**src/rtl/apb_pkg.sv**
```systemverilog
// Shared APB bridge encodings: FSM state codes and transfer direction.
package apb_pkg;

   typedef logic [1:0] apb_state_t;

   localparam apb_state_t APB_IDLE   = 2'b00;
   localparam apb_state_t APB_SETUP  = 2'b01;
   localparam apb_state_t APB_ACCESS = 2'b10;

   localparam logic APB_READ  = 1'b0;
   localparam logic APB_WRITE = 1'b1;

endpackage

```
**src/rtl/apb_timeout_cnt.sv**
```systemverilog
// ACCESS-phase wait counter; expired is registered and flags the last allowed wait cycle.
module apb_timeout_cnt #(
   parameter int unsigned TIMEOUT_CYCLES = 16
) (
   input  logic PCLK,
   input  logic PRESET,
   input  logic clear,
   input  logic inc,
   output logic expired
);

   localparam int unsigned CNT_W = $clog2(TIMEOUT_CYCLES + 1);

   logic [CNT_W-1:0] cnt_q;
   logic [CNT_W-1:0] cnt_d;

   // Saturates once expired so an ignored abort cannot wrap the count
   always_comb begin
      cnt_d = cnt_q;
      if (clear) begin
         cnt_d = '0;
      end else if (inc && !expired) begin
         cnt_d = cnt_q + CNT_W'(1);
      end
   end

   always_ff @(posedge PCLK) begin
      if (PRESET) begin
         cnt_q   <= '0;
         expired <= 1'b0;
      end else begin
         cnt_q   <= cnt_d;
         expired <= (cnt_d == CNT_W'(TIMEOUT_CYCLES - 1));
      end
   end

endmodule

```
**src/rtl/apb_master_bridge.sv**
```systemverilog
// Valid/ready command port to APB3 SETUP/ACCESS initiator with one-cycle response strobe.
// Optional ACCESS timeout abort is enabled by defining APB_TIMEOUT_EN.
module apb_master_bridge
   import apb_pkg::*;
#(
   parameter int unsigned ADDR_WIDTH     = 8,
   parameter int unsigned DATA_WIDTH     = 32,
   parameter int unsigned TIMEOUT_CYCLES = 16
) (
   input  logic                  PCLK,
   input  logic                  PRESET,
   input  logic                  cmd_valid,
   output logic                  cmd_ready,
   input  logic                  cmd_write,
   input  logic [ADDR_WIDTH-1:0] cmd_addr,
   input  logic [DATA_WIDTH-1:0] cmd_wdata,
   output logic                  rsp_valid,
   output logic [DATA_WIDTH-1:0] rsp_rdata,
   output logic                  rsp_err,
   output logic                  PSEL,
   output logic                  PENABLE,
   output logic                  PWRITE,
   output logic [ADDR_WIDTH-1:0] PADDR,
   output logic [DATA_WIDTH-1:0] PWDATA,
   input  logic                  PREADY,
   input  logic [DATA_WIDTH-1:0] PRDATA
);

   if (TIMEOUT_CYCLES < 2) begin : g_bad_timeout
      $error("apb_master_bridge: TIMEOUT_CYCLES must be >= 2");
   end

   apb_state_t            state_q, state_d;
   logic                  timeout_abort;
   logic                  psel_d, penable_d, pwrite_d;
   logic [ADDR_WIDTH-1:0] paddr_d;
   logic [DATA_WIDTH-1:0] pwdata_d;
   logic                  rsp_valid_d, rsp_err_d;
   logic [DATA_WIDTH-1:0] rsp_rdata_d;

`ifdef APB_TIMEOUT_EN
   logic to_expired;

   apb_timeout_cnt #(
      .TIMEOUT_CYCLES (TIMEOUT_CYCLES)
   ) u_timeout_cnt (
      .PCLK    (PCLK),
      .PRESET  (PRESET),
      .clear   (state_q == APB_SETUP),
      .inc     ((state_q == APB_ACCESS) && !PREADY),
      .expired (to_expired)
   );

   // PREADY on the final cycle wins over the abort
   assign timeout_abort = (state_q == APB_ACCESS) && !PREADY && to_expired;
`else
   assign timeout_abort = 1'b0;
`endif

   // State and registered outputs
   always_ff @(posedge PCLK) begin
      if (PRESET) begin
         state_q   <= APB_IDLE;
         PSEL      <= 1'b0;
         PENABLE   <= 1'b0;
         PWRITE    <= 1'b0;
         PADDR     <= '0;
         PWDATA    <= '0;
         rsp_valid <= 1'b0;
         rsp_rdata <= '0;
         rsp_err   <= 1'b0;
      end else begin
         state_q   <= state_d;
         PSEL      <= psel_d;
         PENABLE   <= penable_d;
         PWRITE    <= pwrite_d;
         PADDR     <= paddr_d;
         PWDATA    <= pwdata_d;
         rsp_valid <= rsp_valid_d;
         rsp_rdata <= rsp_rdata_d;
         rsp_err   <= rsp_err_d;
      end
   end

   // Next-state
   always_comb begin
      state_d = state_q;
      case (state_q)
         APB_IDLE:   if (cmd_valid) state_d = APB_SETUP;
         APB_SETUP:  state_d = APB_ACCESS;
         APB_ACCESS: begin
            if (PREADY) begin
               state_d = cmd_valid ? APB_SETUP : APB_IDLE;
            end else if (timeout_abort) begin
               state_d = APB_IDLE;
            end
         end
         default:    state_d = APB_IDLE;
      endcase
   end

   // Output next values and combinational cmd_ready
   always_comb begin
      cmd_ready   = 1'b0;
      psel_d      = PSEL;
      penable_d   = PENABLE;
      pwrite_d    = PWRITE;
      paddr_d     = PADDR;
      pwdata_d    = PWDATA;
      rsp_valid_d = 1'b0;
      rsp_rdata_d = rsp_rdata;
      rsp_err_d   = rsp_err;
      case (state_q)
         APB_IDLE: begin
            cmd_ready = 1'b1;
            if (cmd_valid) begin
               psel_d    = 1'b1;
               penable_d = 1'b0;
               pwrite_d  = cmd_write;
               paddr_d   = cmd_addr;
               pwdata_d  = cmd_wdata;
            end
         end
         APB_SETUP: begin
            penable_d = 1'b1;
         end
         APB_ACCESS: begin
            cmd_ready = PREADY;
            if (PREADY) begin
               rsp_valid_d = 1'b1;
               rsp_rdata_d = (PWRITE == APB_WRITE) ? '0 : PRDATA;
               rsp_err_d   = 1'b0;
               penable_d   = 1'b0;
               if (cmd_valid) begin
                  psel_d   = 1'b1;
                  pwrite_d = cmd_write;
                  paddr_d  = cmd_addr;
                  pwdata_d = cmd_wdata;
               end else begin
                  psel_d   = 1'b0;
               end
            end else if (timeout_abort) begin
               psel_d      = 1'b0;
               penable_d   = 1'b0;
               rsp_valid_d = 1'b1;
               rsp_rdata_d = '0;
               rsp_err_d   = 1'b1;
            end
         end
         default: begin
            psel_d    = 1'b0;
            penable_d = 1'b0;
         end
      endcase
   end

endmodule

```
**config.mk**
```make
export PLATFORM = sky130hd
export DESIGN_NAME = apb_master_bridge
export DESIGN_NICKNAME = d
export VERILOG_FILES = /design/src/rtl/apb_pkg.sv /design/src/rtl/apb_timeout_cnt.sv /design/src/rtl/apb_master_bridge.sv
export SDC_FILE = /design/constraint.sdc
export NUM_CORES = 1
export LEC_CHECK = 0
export BUFFER_PORTS_ARGS = -buffer_cell sky130_fd_sc_hd__buf_2
export CORE_ASPECT_RATIO = 1.25
export CORE_MARGIN = 2
export CORE_UTILIZATION = 35
export DETAILED_ROUTE_END_ITERATION = 8
export SLEW_MARGIN = 20
export SYNTH_ARGS = -nofsm -noshare
export SYNTH_HDL_FRONTEND = slang
export SYNTH_SLANG_ARGS = --single-unit
```
**constraint.sdc**
```tcl
create_clock -name PCLK -period 1.72 [get_ports PCLK]
set_input_delay 0.086 -clock PCLK [delete_from_list [all_inputs] [get_ports PCLK]]
set_output_delay 0.086 -clock PCLK [all_outputs]
set_load 0.005 [all_outputs]
```
Word-level counts from Yosys, hierarchy flattened
Index checks and enable logic that the tools add are counted.
{"block": "totals", "regBits": 78, "in_bits": 77, "out_inout_bits": 78, "word_cells": 44}
{"block": "classes", "n_eq_ne": 4, "mux": 23, "bitwise": 2, "n_reduce_logical": 7}
{"cell": "2-to-1 mux 32 bit", "count": 3}
{"cell": "case mux 32 bit (2 select lines)", "count": 1}
{"cell": "2-to-1 mux 8 bit", "count": 2}
{"cell": "case mux 8 bit (2 select lines)", "count": 1}
{"cell": "2-to-1 mux 1 bit", "count": 9}
{"cell": "case mux 1 bit (3 select lines)", "count": 2}
{"cell": "case mux 2 bit (3 select lines)", "count": 1}
{"cell": "AND reduction 2 bit", "count": 3}
{"cell": "2-to-1 mux 2 bit", "count": 2}
{"cell": "!= test 2 bit, second input constant", "count": 2}
{"cell": "case mux 1 bit (2 select lines)", "count": 2}
{"cell": "AND reduction 3 bit", "count": 1}
{"cell": "== test 2 x 1 -> 1 bit, second input constant", "count": 1}
{"cell": "== test 2 bit, second input constant", "count": 1}
{"cell": "zero test 2 bit", "count": 1}
{"cell": "inverter 1 bit", "count": 2}
{"cell": "nonzero test 2 bit", "count": 1}
{"cell": "OR reduction 2 bit", "count": 1}

Depth between registers and ports, before layout
Gate-level depths: netlist (run 1).
{"block": "depth", "ltp_word": 3, "depth_mapped": 5, "ltp_nobuf": 3}

Worst setup path after synthesis (run 1)
No wires, ideal clock.
{"block": "synth_path", "kind": "reg-to-reg", "startpoint": "register, netlist name PENABLE", "endpoint": "register PADDR[0]", "setup_ns": 0.072, "t_arrival_ns": 1.065, "required_ns": 1.648, "path_slack_ns": 0.583, "path_stages_with_launch": 6, "n_path_buf": 2, "period_less_slack_ns": 1.137, "path_cell_list": "dfxtp_1 -> nor2b_1 -> nor2b_1 -> buf_6 -> buf_6 -> mux2i_1"}
{"element": "end signal, assigned", "line_no": "apb_master_bridge.sv:77", "source": "PADDR <= paddr_d;"}
{"element": "end, declared", "line_no": "apb_master_bridge.sv:23", "source": "output logic [ADDR_WIDTH-1:0] PADDR,"}

Worst setup path after layout (run 1)
{"block": "layout_path", "startpoint": "register state_q[0]", "endpoint": "register PWDATA[26]"}
{"block": "layout_between", "elab_chain_len": 3, "elab_cells_between_ends": 6, "classes_between": "2 x eq/ne; 1 x mux; 3 x reduce/logical"}
{"element": "start, declared", "line_no": "apb_master_bridge.sv:33", "source": "apb_state_t state_q, state_d;"}
{"element": "start signal, assigned", "line_no": "apb_master_bridge.sv:73", "source": "state_q <= state_d;"}
{"element": "== test 2 bit or zero test 2 bit (tied branches)", "line_no": "apb_master_bridge.sv:113", "source": "case (state_q)"}
{"element": "!= test 2 bit (no line) or nonzero test 2 bit (tied branches)"}
{"element": "AND reduction 2 bit (no line)"}
{"element": "end signal, assigned", "line_no": "apb_master_bridge.sv:78", "source": "PWDATA <= pwdata_d;"}
{"element": "end, declared", "line_no": "apb_master_bridge.sv:24", "source": "output logic [DATA_WIDTH-1:0] PWDATA,"}
Parallel ways exist; a longest one is shown, timed or not.
A chain may end at the register's enable or synchronous reset.

==> impl_metrics.py, run 1 <==
metrics = {
    "global_route": {
        "track_usage_pct": 14.90,
        "grt_max_degree": 52,
        "grt_pass1_vias": 2649,
        "antenna_found_initial": 0,
        "grt_pass1_wl_microns": 12300,
        "overflow": 0,
    },
    "floorplanning": {
        "start_util_pct": 35.84,
        "dieWidth_microns": 90.23,
        "core_area_sq_um": 9076,
        "dieArea_sq_um": 10090,
        "rows": 39,
        "io_pins": 155,
        "die_h_microns": 111.8,
    },
    "clocking": {
        "cts_tree": "yes",
        "cts_made_buffers": 9,
        "clockRootBuffer": "clkbuf_16",
        "clk_latency_ns": 0.32,
        "clock-sinks": 77,
        "htreeDepth": 3,
        "clockBufferDepth": 2,
        "ctsResizeCount": 0,
        "clk_pin_slew_ns": 0.06,
    },
    "critical_path": {
        "crit_type": "reg2reg",
        "start_kind": "register",
        "end_kind": "register",
        "cp_data_required_time_ns": 1.97,
        "crit_fanout": 42,
        "worst-endpoint-arrival_ns": 1.59,
    },
    "placed_design": {
        "gp_congestion": 0.7304,
        "io_buffer_count": 153,
        "dp_cells": 595,
        "dp_hpwl_microns": 5059,
        "dpl_cell_area_sq_um": 4074,
    },
    "synth": {
        "netlist_instances": 341,
        "synth_area_per_cell_sq_um": 9.540,
        "ys_warn_count": 0,
        "synth_nets": 418,
        "synth.cell_area_sq_um": 3253,
        "synth-seq-cells": 77,
        "ys_types": 16,
        "ys_seq_area_share_pct": 47.38,
    },
    "cells_and_area": {
        "drive_gt1_share_pct": 35.98,
        "antenna_cells": 0,
        "nets": 564,
        "finalNonFillerCells": 615,
        "syn2layout_area_growth_pct": 37.08,
        "fin_util_pct": 49.13,
        "post-route-cell-area_sq_um": 4459,
    },
    "power_and_ir_drop": {
        "ir_worst_vdd_v": 0.0005440,
        "power_density_nw_per_um2": 1015,
        "static-leakage-power_nw": 2.050,
    },
    "route": {
        "vias": 2719,
        "wl_microns": 7354,
        "drt-initial-drc-count": 83,
        "wl_per_cell_microns": 11.96,
        "drt-pass1-iter-count": 4,
        "remaining_drc_errors": 0,
        "vias_per_cell": 4.421,
        "ant_nets": 0,
    },
    "sta": {
        "whs_ns": 0.01450,
        "drv_slew": 0,
        "rsz0062_at_grt": "false",
        "period_share_pct": 77.98,
        "post-route-min-period_ns": 1.341,
        "fin_skew_ns": 0.002724,
        "setup_tns_ns": 0,
        "hold_violations": 0,
        "max_freq_mhz": 745.6,
        "setup_violations": 0,
    },
    "job": {
        "max_cap_violations": 0,
    },
    "hold_path": {
        "min_path_type": "in2reg",
    },
    "outcome": {
        "status": "finished clean",
    },
}
==> report_power, final <==
group / total, W / leakage [nW] / internal (W) / switching [W]
sequential: 0.00192 / 0.629 / 0.00187 / 0.0000457
clock: 0.00213 / 0.172 / 0.00143 / 0.000700
combinational: 0.000482 / 1.25 / 0.000267 / 0.000215
total: 0.00453 / 2.05 / 0.00357 / 0.000961
==> flip-flops by register name, indices dropped and copies added (netlist names) <==
| name | flops |
|---|---|
| PWDATA | 32 |
| PSEL | 1 |
| PWRITE | 1 |
| state_q | 1 |
| PADDR | 8 |
| PENABLE | 1 |
| rsp_rdata | 32 |
| rsp_valid | 1 |
==> area by class of cell <==
class,count,area (sq um)
Sequential cell,77,1541
Clock buffer,13,280.3
Multi-Input combinational cell,235,1548
Timing Repair Buffer,164,870.8
Tap cell,123,153.9
Clock inverter,3,65.06
Fill cell,890,4617
==> logic make-up after synthesis <==
kind of cell,synth area share [%]
muxes,13.23
buffers and inverters,5.269
DFF,47.38
other,0.1153
AOI/OAI and AO/OA,5.308
and+or+nand+nor,28.69
==> repair_timing <==
item	in CTS	in global routing
endpoints found under the hold margin	4	0
buffers inserted	0	0
hold buffers	4	0
==> cells in the final DEF, fill, tap and decap left out <==
| master | netlist | layout |
|---|---|---|
| a21oi_1 | 32 | 32 |
| buf_4 | 4 | 6 |
| and3b_1 | 1 | 1 |
| nor2_1 | 5 | 5 |
| mux2i_1 | 43 | 43 |
| nand3b_1 | 33 | 33 |
| clkinv_2 | 0 | 1 |
| bufinv_16 | 0 | 2 |
| o21ai_0 | 1 | 1 |
| dfxtp_1 | 77 | 77 |
| clkbuf_8 | 0 | 4 |
| buf_2 | 8 | 153 |
| nor2b_4 | 0 | 1 |
| nor2b_1 | 4 | 3 |
| buf_12 | 0 | 1 |
| o31ai_1 | 1 | 1 |
| conb_1 | 1 | 1 |
| nand2b_1 | 82 | 82 |
| dlygate4sd3_1 | 0 | 4 |
| clkbuf_16 | 0 | 9 |
| nand2_1 | 32 | 32 |
==> metrics by stage <==
step / power (W) / worst slack, ns
after global routing: 0.004741 / 0.2406
final: 0.004527 / 0.3787
after CTS: 0.004602 / 0.3547
after detailed placement: 0.002441 / 0.3761
after floorplan: 0.002232 / 0.5830
after global placement: 0.002431 / 0.4742
==> metal layers <==
layer  up-vias  routed length (microns)  track usage (%)
li1       1406                        -                -
met5         -                        0                0
met1      1192                     3278            18.73
met3         9                      711            5.886
met2       112                     3265            23.01
met4         0                       99            5.846
==> Yosys cell counts, drive strengths merged <==
cell	count	share of area (%)
o31ai	1	0.23
dfxtp	77	47
nand3b	33	7.6
and3b	1	0.27
mux2i	43	13
nand2	32	3.7
buf	17	3.9
nor2b	4	0.77
conb	1	0.12
clkbuf	12	1.4
a21oi	32	4.9
o21ai	1	0.15
nor2	5	0.58
nand2b	82	16
==> final timing paths <==
| kind | to | startpoint | slack (ns) | cells past startpoint |
|---|---|---|---|---|
| min | PWDATA[9] | cmd_wdata[9] | 0.01 | 3 |
| max | PWDATA[26] | state_q[0] | 0.38 | 4 |
| max reg2reg | PWDATA[26] | state_q[0] | 0.38 | 4 |
| min reg2reg | rsp_rdata[6] | rsp_rdata[6] | 0.45 | 2 |
==> critical path, stage by stage, from the launching register on <==
cell and delay, ns:
dfxtp_1 0.36, nor2b_1 0.16, nor2b_4 0.18, buf_12 0.28
mux2i_1 0.25
(Power assumes the default switching activity.)
==> run 2: changes to the inputs <==
PLACE_DENSITY = 0.66   (was not set)
clock period = 1.2 ns   (was 1.72 ns; I/O delays follow)
==> run 2 against run 1 <==
  * Sequential share of layout area down 4.6 points
  * Count of clock-buffer cells in the layout down 1
  * Worst setup slack worse by 0.35 ns
  * Critical path depth up 1
  * Clock skew up 0.0022 ns
  * Global-route usage up 1.6 points
  * Sequential power up 43%
  * Die area unchanged
  * Critical endpoint is now PADDR[4]
  * Highest routed layer unchanged
==> impl_metrics.py, run 2 (synthesis results as in run 1) <==
metrics = {
    "critical_path": {
        "end_kind": "register",
        "cp_top_family": "flip-flops",
        "slowest_delay_ns": 0.33,
        "r2r_setup_slack_ns": 0.03,
        "worst-endpoint-arrival_ns": 1.41,
        "r2r_end": "PADDR[4]",
        "rr_worst_depth": 5,
        "r2r_start": "state_q[0]",
        "crit_type": "reg2reg",
        "crit_fanout": 7,
        "crit_buf_inv": 2,
        "cp_slowest_cell": "dfxtp_2",
        "crit_chain": "nor2b_2 > nor2b_4 > buf_4 > buf_12 > mux2i_2",
        "start_kind": "register",
        "cp_data_required_time_ns": 1.45,
    },
    "global_route": {
        "track_usage_pct": 16.54,
        "overflow": 0,
        "antenna_found_initial": 0,
        "grt_max_degree": 85,
        "grt_pass1_vias": 3006,
        "grt_pass1_wl_microns": 13760,
    },
    "route": {
        "vias_per_cell": 4.518,
        "remaining_drc_errors": 0,
        "wl_microns": 8572,
        "drt-met1-wl_microns": 3726,
        "vias": 3027,
        "wl_per_cell_microns": 12.79,
        "wl_met3_microns": 532,
        "wl_met2_microns": 4231,
        "top_layer_used": "met4",
        "drt-pass1-iter-count": 4,
        "ant_nets": 0,
        "drt-initial-drc-count": 80,
    },
    "hold_path": {
        "hold_depth": 3,
        "hp-start": "cmd_wdata[8]",
        "hold_path_end": "PWDATA[8]",
        "min_path_type": "in2reg",
    },
    "cells_and_area": {
        "fin_util_pct": 56.80,
        "nets": 619,
        "layout_common_cells": "buf_2 (152), nand2b_1 (82), dfxtp_1 (75), dlygate4sd3_1 (49), mux2i_1 (41)",
        "layout_commonest_cell": "buf_2",
        "drive_gt1_share_pct": 35.65,
        "reg_top3": "PWDATA (32), rsp_rdata (32), PADDR (8)",
        "post-route-cell-area_sq_um": 5155,
        "syn2layout_area_growth_pct": 58.46,
        "antenna_cells": 0,
    },
    "clocking": {
        "cts_tree": "yes",
        "clock-sinks": 77,
        "clk_pin_slew_ns": 0.06,
        "cts_made_buffers": 9,
        "htreeDepth": 3,
        "clockRootBuffer": "clkbuf_16",
        "clockBufferDepth": 2,
        "clk_latency_ns": 0.32,
    },
    "placed_design": {
        "io_buffer_count": 153,
        "pre_cts_ws_ns": -0.02725,
        "dp_hpwl_microns": 5185,
        "dpl_cell_area_sq_um": 4159,
        "gp_congestion": 0.6978,
    },
    "sta": {
        "rsz0062_at_grt": "true",
        "setup_violations": 0,
        "period_share_pct": 97.29,
        "fin_skew_ns": 0.004965,
        "max_freq_mhz": 856.5,
        "setup_tns_ns": 0,
        "post-route-min-period_ns": 1.168,
        "drv_slew": 0,
        "hold_violations": 0,
        "setup_slack_ns": 0.03250,
    },
    "floorplanning": {
        "rows": 39,
        "io_pins": 155,
        "dieArea_sq_um": 10090,
        "dieWidth_microns": 90.23,
        "die_h_microns": 111.8,
        "start_util_pct": 35.84,
        "core_area_sq_um": 9076,
    },
    "power_and_ir_drop": {
        "power_density_nw_per_um2": 1313,
        "static-leakage-power_nw": 2.337,
        "ir_worst_vdd_v": 0.0007544,
        "p_total_w": 0.006770,
    },
    "job": {
        "max_cap_violations": 0,
    },
    "outcome": {
        "status": "finished clean",
    },
}
[run 2: report_power, final]
part	switching [W]	leakage (nW)	internal [W]
logic	0.000372	1.54	0.000570
clock network	0.000988	0.167	0.00209
registers	0.0000690	0.630	0.00269
total	0.00143	2.34	0.00534
[run 2: worst max path at each step]
stage	startpoint	endpoint	slack, ns	depth (start not counted)
after floorplan	PENABLE	PADDR[0]	0.06	5
after global placement	state_q[0]	PWDATA[9]	0.02	4
after detailed placement	state_q[0]	PWDATA[25]	-0.03	4
after CTS	state_q[0]	PWDATA[25]	-0.05	4
after global routing	state_q[0]	PWDATA[25]	-0.05	5
final	state_q[0]	PADDR[4]	0.03	5
[run 2: worst min-delay path, cell delays in order]
cell and delay [ns]:
buf_2 0.10, nand2b_1 0.06, mux2i_1 0.06
[run 2: through the flow]
stage / std cells / hold slack, ns
after CTS: 663 / 0.0003600
after floorplan: 341 / 0.2153
after global placement: 598 / 0.3188
final: 670 / 0.007673
after global routing: 670 / 0.001253
after detailed placement: 598 / 0.3284
[run 2: repair_timing]
action | 4_1_cts | 5_1_grt
gates cloned | 0 | 4
endpoints found under the hold margin | 49 | 0
setup buffers | 0 | 3
resized for setup | 5 | 11
hold buffers | 49 | 0
setup endpoints to repair | 28 | 31
[run 2: metal layers]
metal,track usage (%),up-vias
met5,0,-
met4,6.359,0
met3,3.992,7
met2,27.92,107
met1,20.42,1390
li1,-,1523
[run 2: area by class of cell]
class / instances / area (sq um)
Timing Repair Buffer: 219 / 1533
Fill cell: 793 / 3921
Sequential cell: 77 / 1544
Clock inverter: 4 / 95.09
Tap cell: 123 / 153.9
Multi-Input combinational cell: 235 / 1583
Clock buffer: 12 / 246.5
